[config.mk]
export PLATFORM = sky130hd
export DESIGN_NAME = instr_fetch
export DESIGN_NICKNAME = d
export VERILOG_FILES = /design/src/rtl/y86_pkg.sv /design/src/rtl/ifetch_len_decode.sv /design/src/rtl/instr_fetch.sv
export SDC_FILE = /design/constraint.sdc
export NUM_CORES = 1
export LEC_CHECK = 0
export CAP_MARGIN = 40
export CORE_ASPECT_RATIO = 1.4
export CORE_MARGIN = 5
export CORE_UTILIZATION = 45
export CTS_CLUSTER_SIZE = 14
export DETAILED_ROUTE_END_ITERATION = 6
export GPL_TIMING_DRIVEN = 0
export PLACE_DENSITY_LB_ADDON = 0.2
export SETUP_SLACK_MARGIN = 0.1
export SLEW_MARGIN = 20
export SYNTH_ARGS = -nofsm -noshare
export SYNTH_HDL_FRONTEND = slang
export SYNTH_SLANG_ARGS = --single-unit
[constraint.sdc]
create_clock -name clk -period 10.18 [get_ports clk]
set_input_delay 1.527 -clock clk [delete_from_list [all_inputs] [get_ports clk]]
set_output_delay 1.527 -clock clk [all_outputs]
set_load 0.02 [all_outputs]
[src/rtl/y86_pkg.sv]
// Y86-64 shared types and constants.
// Instruction codes, status codes, fetch states, length decode.
package y86_pkg;

  localparam logic [3:0] I_HALT   = 4'h0;
  localparam logic [3:0] I_NOP    = 4'h1;
  localparam logic [3:0] I_CMOV   = 4'h2;
  localparam logic [3:0] I_IRMOVQ = 4'h3;
  localparam logic [3:0] I_RMMOVQ = 4'h4;
  localparam logic [3:0] I_MRMOVQ = 4'h5;
  localparam logic [3:0] I_OPQ    = 4'h6;
  localparam logic [3:0] I_JXX    = 4'h7;
  localparam logic [3:0] I_CALL   = 4'h8;
  localparam logic [3:0] I_RET    = 4'h9;
  localparam logic [3:0] I_PUSHQ  = 4'hA;
  localparam logic [3:0] I_POPQ   = 4'hB;

  localparam logic [2:0] STAT_AOK = 3'd1;
  localparam logic [2:0] STAT_HLT = 3'd2;
  localparam logic [2:0] STAT_ADR = 3'd3;
  localparam logic [2:0] STAT_INS = 3'd4;

  localparam logic [3:0] REG_NONE = 4'hF;

  typedef enum logic [2:0] {
    S_FETCH0,
    S_REGS,
    S_CONST,
    S_DONE,
    S_WAIT_PC,
    S_HALTED
  } fetch_state_t;

  typedef struct packed {
    logic need_regids;
    logic need_valc;
    logic valid;
  } ilen_t;

  function automatic ilen_t instr_len(input logic [3:0] icode);
    ilen_t r;
    r = '0;
    unique case (1'b1)
      (icode == I_HALT), (icode == I_NOP),
      (icode == I_RET):
        r = '{need_regids: 1'b0, need_valc: 1'b0, valid: 1'b1};
      (icode == I_CMOV), (icode == I_OPQ),
      (icode == I_PUSHQ), (icode == I_POPQ):
        r = '{need_regids: 1'b1, need_valc: 1'b0, valid: 1'b1};
      (icode == I_JXX), (icode == I_CALL):
        r = '{need_regids: 1'b0, need_valc: 1'b1, valid: 1'b1};
      (icode == I_IRMOVQ), (icode == I_RMMOVQ),
      (icode == I_MRMOVQ):
        r = '{need_regids: 1'b1, need_valc: 1'b1, valid: 1'b1};
      default:
        r = '0;
    endcase
    return r;
  endfunction

endpackage

[src/rtl/ifetch_len_decode.sv]
// Combinational icode decode: register byte, constant, validity.
// Shared between the serial fetch and any later pipelined fetch.
module ifetch_len_decode
  import y86_pkg::*;
(
  input  logic [3:0] icode,
  output logic       need_regids,
  output logic       need_valc,
  output logic       instr_valid
);

  ilen_t d;

  // Table lookup of the instruction shape
  always_comb begin
    d           = instr_len(icode);
    need_regids = d.need_regids;
    need_valc   = d.need_valc;
    instr_valid = d.valid;
  end

endmodule

[src/rtl/instr_fetch.sv]
// Multi-cycle Y86-64 fetch over a byte-wide memory port.
// Assembles one instruction per pass and hands it to decode.
module instr_fetch
  import y86_pkg::*;
#(
  parameter int          IMEM_BYTES = 1024,
  parameter logic [63:0] RESET_PC   = 64'h0
) (
  input  logic        clk,
  input  logic        rst,
  input  logic [63:0] pc_in,
  input  logic        pc_load,
  output logic        mem_req,
  output logic [63:0] mem_addr,
  input  logic [7:0]  mem_rdata,
  input  logic        mem_ack,
  output logic        out_valid,
  input  logic        out_ready,
  output logic [3:0]  icode,
  output logic [3:0]  ifun,
  output logic [3:0]  rA,
  output logic [3:0]  rB,
  output logic [63:0] valC,
  output logic [63:0] valP,
  output logic [63:0] pc_out,
  output logic [2:0]  stat
);

  fetch_state_t state;
  logic [63:0]  pc;
  logic [3:0]   off;
  logic [2:0]   k;
  logic         nv;
  logic [63:0]  addr;
  logic         addr_err;
  logic         fetching;
  logic         xfer;
  logic         start;
  logic         d_regids;
  logic         d_valc;
  logic         d_valid;
  logic [3:0]   len;

  ifetch_len_decode u_dec (
    .icode       (mem_rdata[7:4]),
    .need_regids (d_regids),
    .need_valc   (d_valc),
    .instr_valid (d_valid)
  );

  // Byte address, range check, and request/handshake qualifiers
  always_comb begin
    addr     = pc + {60'b0, off};
    addr_err = addr >= 64'(IMEM_BYTES);
    fetching = (state == S_FETCH0) || (state == S_REGS) ||
               (state == S_CONST);
    mem_req  = fetching && !addr_err && !rst;
    mem_addr = addr;
    xfer     = mem_req && mem_ack;
    len      = 4'd1 + {3'b0, d_regids} + (d_valc ? 4'd8 : 4'd0);
    start    = pc_load &&
               ((state == S_WAIT_PC) ||
                ((state == S_DONE) && out_ready &&
                 (stat == STAT_AOK)));
    out_valid = (state == S_DONE);
    pc_out    = pc;
  end

  // Fetch sequencer and instruction field registers
  always_ff @(posedge clk or posedge rst) begin
    if (rst) begin
      state <= S_FETCH0;
      pc    <= RESET_PC;
      off   <= 4'd0;
      k     <= 3'd0;
      nv    <= 1'b0;
      icode <= 4'h0;
      ifun  <= 4'h0;
      rA    <= REG_NONE;
      rB    <= REG_NONE;
      valC  <= 64'h0;
      valP  <= 64'h0;
      stat  <= 3'd0;
    end else if (start) begin
      state <= S_FETCH0;
      pc    <= pc_in;
      off   <= 4'd0;
      k     <= 3'd0;
      nv    <= 1'b0;
      icode <= 4'h0;
      ifun  <= 4'h0;
      rA    <= REG_NONE;
      rB    <= REG_NONE;
      valC  <= 64'h0;
      valP  <= 64'h0;
      stat  <= STAT_AOK;
    end else begin
      unique case (state)
        S_FETCH0: begin
          if (addr_err) begin
            stat  <= STAT_ADR;
            state <= S_DONE;
          end else if (xfer) begin
            icode <= mem_rdata[7:4];
            ifun  <= mem_rdata[3:0];
            off   <= off + 4'd1;
            nv    <= d_valc;
            valP  <= pc + {60'b0, len};
            if (!d_valid) begin
              stat  <= STAT_INS;
              state <= S_DONE;
            end else if (len == 4'd1) begin
              stat  <= (mem_rdata[7:4] == I_HALT) ?
                       STAT_HLT : STAT_AOK;
              state <= S_DONE;
            end else begin
              stat  <= STAT_AOK;
              state <= d_regids ? S_REGS : S_CONST;
            end
          end
        end
        S_REGS: begin
          if (addr_err) begin
            stat  <= STAT_ADR;
            state <= S_DONE;
          end else if (xfer) begin
            rA    <= mem_rdata[7:4];
            rB    <= mem_rdata[3:0];
            off   <= off + 4'd1;
            state <= nv ? S_CONST : S_DONE;
          end
        end
        S_CONST: begin
          if (addr_err) begin
            stat  <= STAT_ADR;
            state <= S_DONE;
          end else if (xfer) begin
            valC[{k, 3'b000} +: 8] <= mem_rdata;
            k   <= k + 3'd1;
            off <= off + 4'd1;
            if (k == 3'd7) state <= S_DONE;
          end
        end
        S_DONE: begin
          if (out_ready)
            state <= (stat != STAT_AOK) ? S_HALTED : S_WAIT_PC;
        end
        S_WAIT_PC: state <= S_WAIT_PC;
        S_HALTED:  state <= S_HALTED;
        default:   state <= S_HALTED;
      endcase
    end
  end

endmodule

==> results of run 1 <==
cell type report:
type | count | area, um2 | area share (%)
Buffer | 84 | 402 | 2.38
Clock buffer | 35 | 712 | 4.22
Clock inverter | 9 | 115 | 0.682
Inverter | 37 | 146 | 0.868
Multi-Input combinational cell | 964 | 5930 | 35.2
Sequential cell | 222 | 5570 | 33.0
Tap cell | 324 | 405 | 2.40
Timing Repair Buffer | 355 | 3590 | 21.3
synth_stat cells, types with 11 or more instances:
cell type	instances
nor4_1	20
inv_1	37
xor2_1	32
nand4_1	29
nand2_1	381
o21ai_0	64
nand4_4	11
nor3_1	24
buf_2	24
xnor2_1	37
ha_1	12
and3_1	16
a21oi_1	12
nand3_1	38
mux2i_1	99
dfrtp_1	214
nor2_1	55
clkbuf_1	41
metrics by stage:
step / utilization [%] / cells
floorplan: - / 1307
CTS: 64.2 / 2030
global placement: 60.7 / 1982
detailed placement: 61.1 / 1986
finish: 64.2 / 2030
global route: 64.2 / 2030
per-layer routing:
metal	track usage (%)	share of wire, %	up-vias
met5	0	0	-
met4	11.6	4.3	0
met3	6.71	7.5	97
met2	51.8	52	422
met1	30.5	36	5491
li1	-	-	5208
kinds of logic (layout without fill, tap and decap cells):
family / count (synthesis) / after routing / synth area share (%)
AO/OA/AOI/OAI: 127 / 127 / 6.56
XOR/XNOR: 69 / 69 / 5.02
adder cells (fa/ha/maj): 14 / 14 / 1.58
buffers and inverters: 121 / 520 / 4.49
flip-flops: 222 / 222 / 46.2
multiplexers: 102 / 102 / 8.51
AND/OR/NAND/NOR: 652 / 652 / 27.6
power by group through the flow:
stage | sequential [W] | combinational, W | clock, W
3_3_place_gp | 0.000901 | 0.0000708 | 0
6_report | 0.000885 | 0.0000737 | 0.000912
2_1_floorplan | 0.000901 | 0.0000284 | 0
4_1_cts | 0.000885 | 0.0000751 | 0.000932
3_5_place_dp | 0.000901 | 0.0000745 | 0
5_1_grt | 0.000885 | 0.0000810 | 0.000964
state kept, by name, summed over array words and instances, names as in the netlist:
| register | flops |
|---|---|
| rA | 4 |
| valC | 64 |
| pc_out | 64 |
| stat | 3 |
| rB | 4 |
| state | 3 |
| off | 4 |
| nv | 1 |
| ifun | 4 |
| k | 3 |
| valP | 64 |
| icode | 4 |
worst max-delay path, cell delays in order, from the launching register on:
cell and delay [ns]:
dfrtp_1 0.50, ha_1 0.42, o21ai_1 0.11, o21bai_1 0.66
nand4_1 0.46, or4_1 0.62, xnor2_1 0.20, or4_1 0.58
nor4_4 0.50, buf_6 0.29, nand3_4 0.15, nor3_1 0.16
clkdlybuf4s50_1 0.63
path summary, 6_finish.rpt:
path,endpoint,cells past startpoint,start,slack [ns]
hold / removal,valP[4],2,valP[4],0.52
setup reg to reg,valP[40],12,pc_out[2],5.08
setup / recovery,mem_req,12,pc_out[2],2.86
min in group asynchronous,pc_out[0],2,rst,1.43
max in group asynchronous,pc_out[52],3,rst,7.87
hold reg to reg,valP[4],2,valP[4],0.52
==> metrics.txt, run 1 <==
final slew viol count=0; Clk pwr share=a little under 50%; Crit Path Category=reg -> out; Seq/Total Area, Yosys=46.2%; fin crit share=a little under three quarters; CTS-repair resized insts=0; Sequential Power Share=47.3%; Fin Hold WS=0.522 ns; internal power=0.00146 W; final instance area=between 15000 and 20000 um2; Clock transition at path regs=approximately 0.07 ns; Die W=about 150 um; initial antenna violation count=0; worst skew pair latency=0.54 ns; Die Span Y=~200 um; clock tree sinks=222; Cells after Synth=~1300; die area=30200 um2; Cell Area, Synth=12000 um2; share of layout cells above drive strength 1=7.97%; Setup Skew=0.0148 ns; core area=26300 um2; Max Cap Viol=0; pre-CTS setup slack=3.48 ns; Final Setup Violations=0; Initial DRC Count=approximately 680; Clock Path Buffers=3; fin worst setup slack=2.86 ns; global-route wire length before repair=66.7 mm; Ports=around 350; drt first pass iters=7; area share of the largest cell type after synthesis=44.5%; PD cells=111 nW/um2; data required time of the worst path=8.65 ns; #FFs+latches synth=222; Max FO, Critical Path=10; minimum clock period=7.32 ns; nets=~1800; worst hold path class=reg -> reg; Initial Util=45.8%; dpl hpwl=around 34 mm; CTS root buffer=clkbuf_16; Worst-Margin Slew=approximately 0.82 ns; Main synth FF type=dfrtp_1; EDFF count, synth=0; Synth area leader=dfrtp_1; Routed Antenna Nets=0; CP Capture Type=output port; post-synth cell types=73; PortBufs=351; vias per cell=5.53; total track usage=between 20% and 30%; most common cell after layout, fill and taps aside=nand2_1; DP Area=16000 um2; Comb power frac=3.9%; DRC viols=0; CP arrival=5.80 ns; Pwr Total=0.00187 W; total global routing overflow=0; max_slew headroom=a little under half; Post-CTS Setup Bufs=0; worst vdd ir=0.102 mV; n_diodes=0; Switching Share=22.2%; fraction of registers with async set/reset=100%; nature of the critical path startpoint=flop; Post-Syn Nets=1398; via count=11200; outcome=completed; top cells by area, synth=dfrtp_1 (44%), nand2_1 (12%), mux2i_1 (8.2%); CTS hold repair buffers=0; Row Count=70; CTS tree=yes; most frequent cells in the layout=nand2_1 (381), clkdlybuf4s50_1 (351), dfrtp_1 (214), mux2i_1 (99), o21ai_0 (64); final hold violations=0; number of global-route vias before repair=11600; GPL Wtd Cong=about 0.94; H-tree depth=1; Fmax achieved=between 100 and 150 MHz; DR WL/cell=between 20 and 25 um; yosys warns=0; Area growth syn-to-layout=40.2%; Lkg Pwr=7.84 nW; Syn Area/Cell=9.21 um2; total detailed-routing wirelength=43.4 mm; RSZ-0062 raised after global routing=no; pin count of the biggest net entering global routing=102; # fillers=2272; Switch Pwr=0.000415 W; CTS buffer count=24; setup_tns=0 ns
No activity file was read; power rests on OpenSTA's default activity.
==> inputs of run 2 (changes only) <==
==> constraint.sdc (replaced) <==
create_clock -name clk -period 7.5 [get_ports clk]
set_input_delay 1.125 -clock clk [delete_from_list [all_inputs] [get_ports clk]]
set_output_delay 1.125 -clock clk [all_outputs]
set_load 0.02 [all_outputs]
==> metrics.txt, run 2 (synthesis gave the netlist of run 1 again) <==
outcome=completed; Row Count=70; worst skew pair latency=0.53 ns; drt first pass iters=7; share of layout cells above drive strength 1=between 8 and 9%; Clock Path Buffers=3; dpl hpwl=about 34 mm; core area=26300 um2; worst hold path class=reg -> reg; Die W=148 um; Routed Antenna Nets=0; CTS root buffer=clkbuf_16; CTS buffer count=24; Fmax achieved=between 100 and 150 MHz; pin count of the biggest net entering global routing=36; Lkg Pwr=7.85 nW; CTS hold repair buffers=0; Ports=354; Post-CTS Setup Bufs=0; Worst-Margin Slew=0.842 ns; Crit Path Category=reg -> out; pre-CTS setup slack=around 1.2 ns; total detailed-routing wirelength=43.0 mm; via count=between 10000 and 15000; final slew viol count=0; # fillers=2263; RSZ-0062 raised after global routing=no; worst vdd ir=0.139 mV; CP arrival=approximately 5.7 ns; fin crit share=91.6%; CP Capture Type=output port; minimum clock period=6.87 ns; GPL Wtd Cong=between 0.9 and 1; data required time of the worst path=6.38 ns; Pwr Total=approximately 0.0025 W; total track usage=28.2%; n_diodes=0; Setup Skew=0.0131 ns; Max Cap Viol=0; fin worst setup slack=0.633 ns; initial antenna violation count=0; most frequent cells in the layout=nand2_1 (381), clkdlybuf4s50_1 (351), dfrtp_1 (214), mux2i_1 (99), o21ai_0 (64); number of global-route vias before repair=roughly 11000; PD cells=148 nW/um2; Initial Util=45.8%; H-tree depth=1; global-route wire length before repair=66.8 mm; CTS tree=yes; Area growth syn-to-layout=40.6%; DR WL/cell=21.2 um; vias per cell=between 5 and 6; Die Span Y=204 um; final hold violations=0; die area=30200 um2; nature of the critical path startpoint=flop; nets=1784; clock tree sinks=222; PortBufs=351; max_slew headroom=43.7%; Final Setup Violations=0; Initial DRC Count=589; Max FO, Critical Path=10; most common cell after layout, fill and taps aside=nand2_1; DRC viols=0; total global routing overflow=0; Clock transition at path regs=0.06 ns; CTS-repair resized insts=0
[run 2: cell types whose count changed in the layout (fill, tap and decap cells not counted)]
cell	delta
buf_12	+6
buf_16	-1
clkbuf_8	-4
clkinvlp_4	+3
inv_8	-1
[run 2: stage by stage]
stage                     area, um2  hold WS, ns  util, %  setup TNS, ns  std cells
final                         16900        0.526     64.4              0       2033
after global routing          16900        0.540     64.4              0       2033
after CTS                     16900        0.526     64.4              0       2033
after detailed placement      16100        0.512     61.4              0       1991
after global placement        16000        0.504     60.7         -75.28       1982
after floorplan               12000        0.501        -              0       1307
[run 2: final timing paths]
| kind | slack (ns) | to | from | cells past startpoint |
|---|---|---|---|---|
| max | 0.63 | mem_req | pc_out[2] | 12 |
| min | 0.53 | icode[3] | icode[3] | 2 |
| max reg2reg | 2.46 | valP[32] | pc_out[2] | 12 |
| min reg2reg | 0.53 | icode[3] | icode[3] | 2 |
| max in group asynchronous | 5.60 | valP[43] | rst | 4 |
| min in group asynchronous | 1.07 | stat[2] | rst | 2 |
[run 2: final cells by class]
type,count,area [um2],share of cell area [%]
inverters,37,143,0.843
repair buffers,360,3690,21.8
clock inverters,11,130,0.769
well taps,324,405,2.40
clock buffers,31,657,3.88
multi-input cells,964,5930,35.1
plain buffers,84,402,2.37
flip-flops and latches,222,5570,32.9
[run 2: metal layers]
metal,up-vias,part of all wire [%],GRT usage (%)
met4,0,5.2,13.2
met2,437,52,51.2
met3,122,7.3,6.36
met1,5360,36,31.1
met5,-,0,0
li1,5238,-,-
[run 2: power breakdown]
group | internal [W] | leakage, nW | switching [W] | total (W)
logic | 0.0000509 | 4.48 | 0.0000546 | 0.000105
clock network | 0.000690 | 0.374 | 0.000506 | 0.00120
registers | 0.00120 | 3.00 | 0.00000194 | 0.00120
[run 2: critical path: stages, from the launching register on]
cell and delay [ns]:
dfrtp_1 0.49, ha_1 0.41, o21ai_1 0.11, o21bai_1 0.67, nand4_1 0.43, or4_1 0.60, xnor2_1 0.22, or4_1 0.58
nor4_4 0.47, buf_6 0.28, nand3_4 0.15, nor3_1 0.16, clkdlybuf4s50_1 0.63
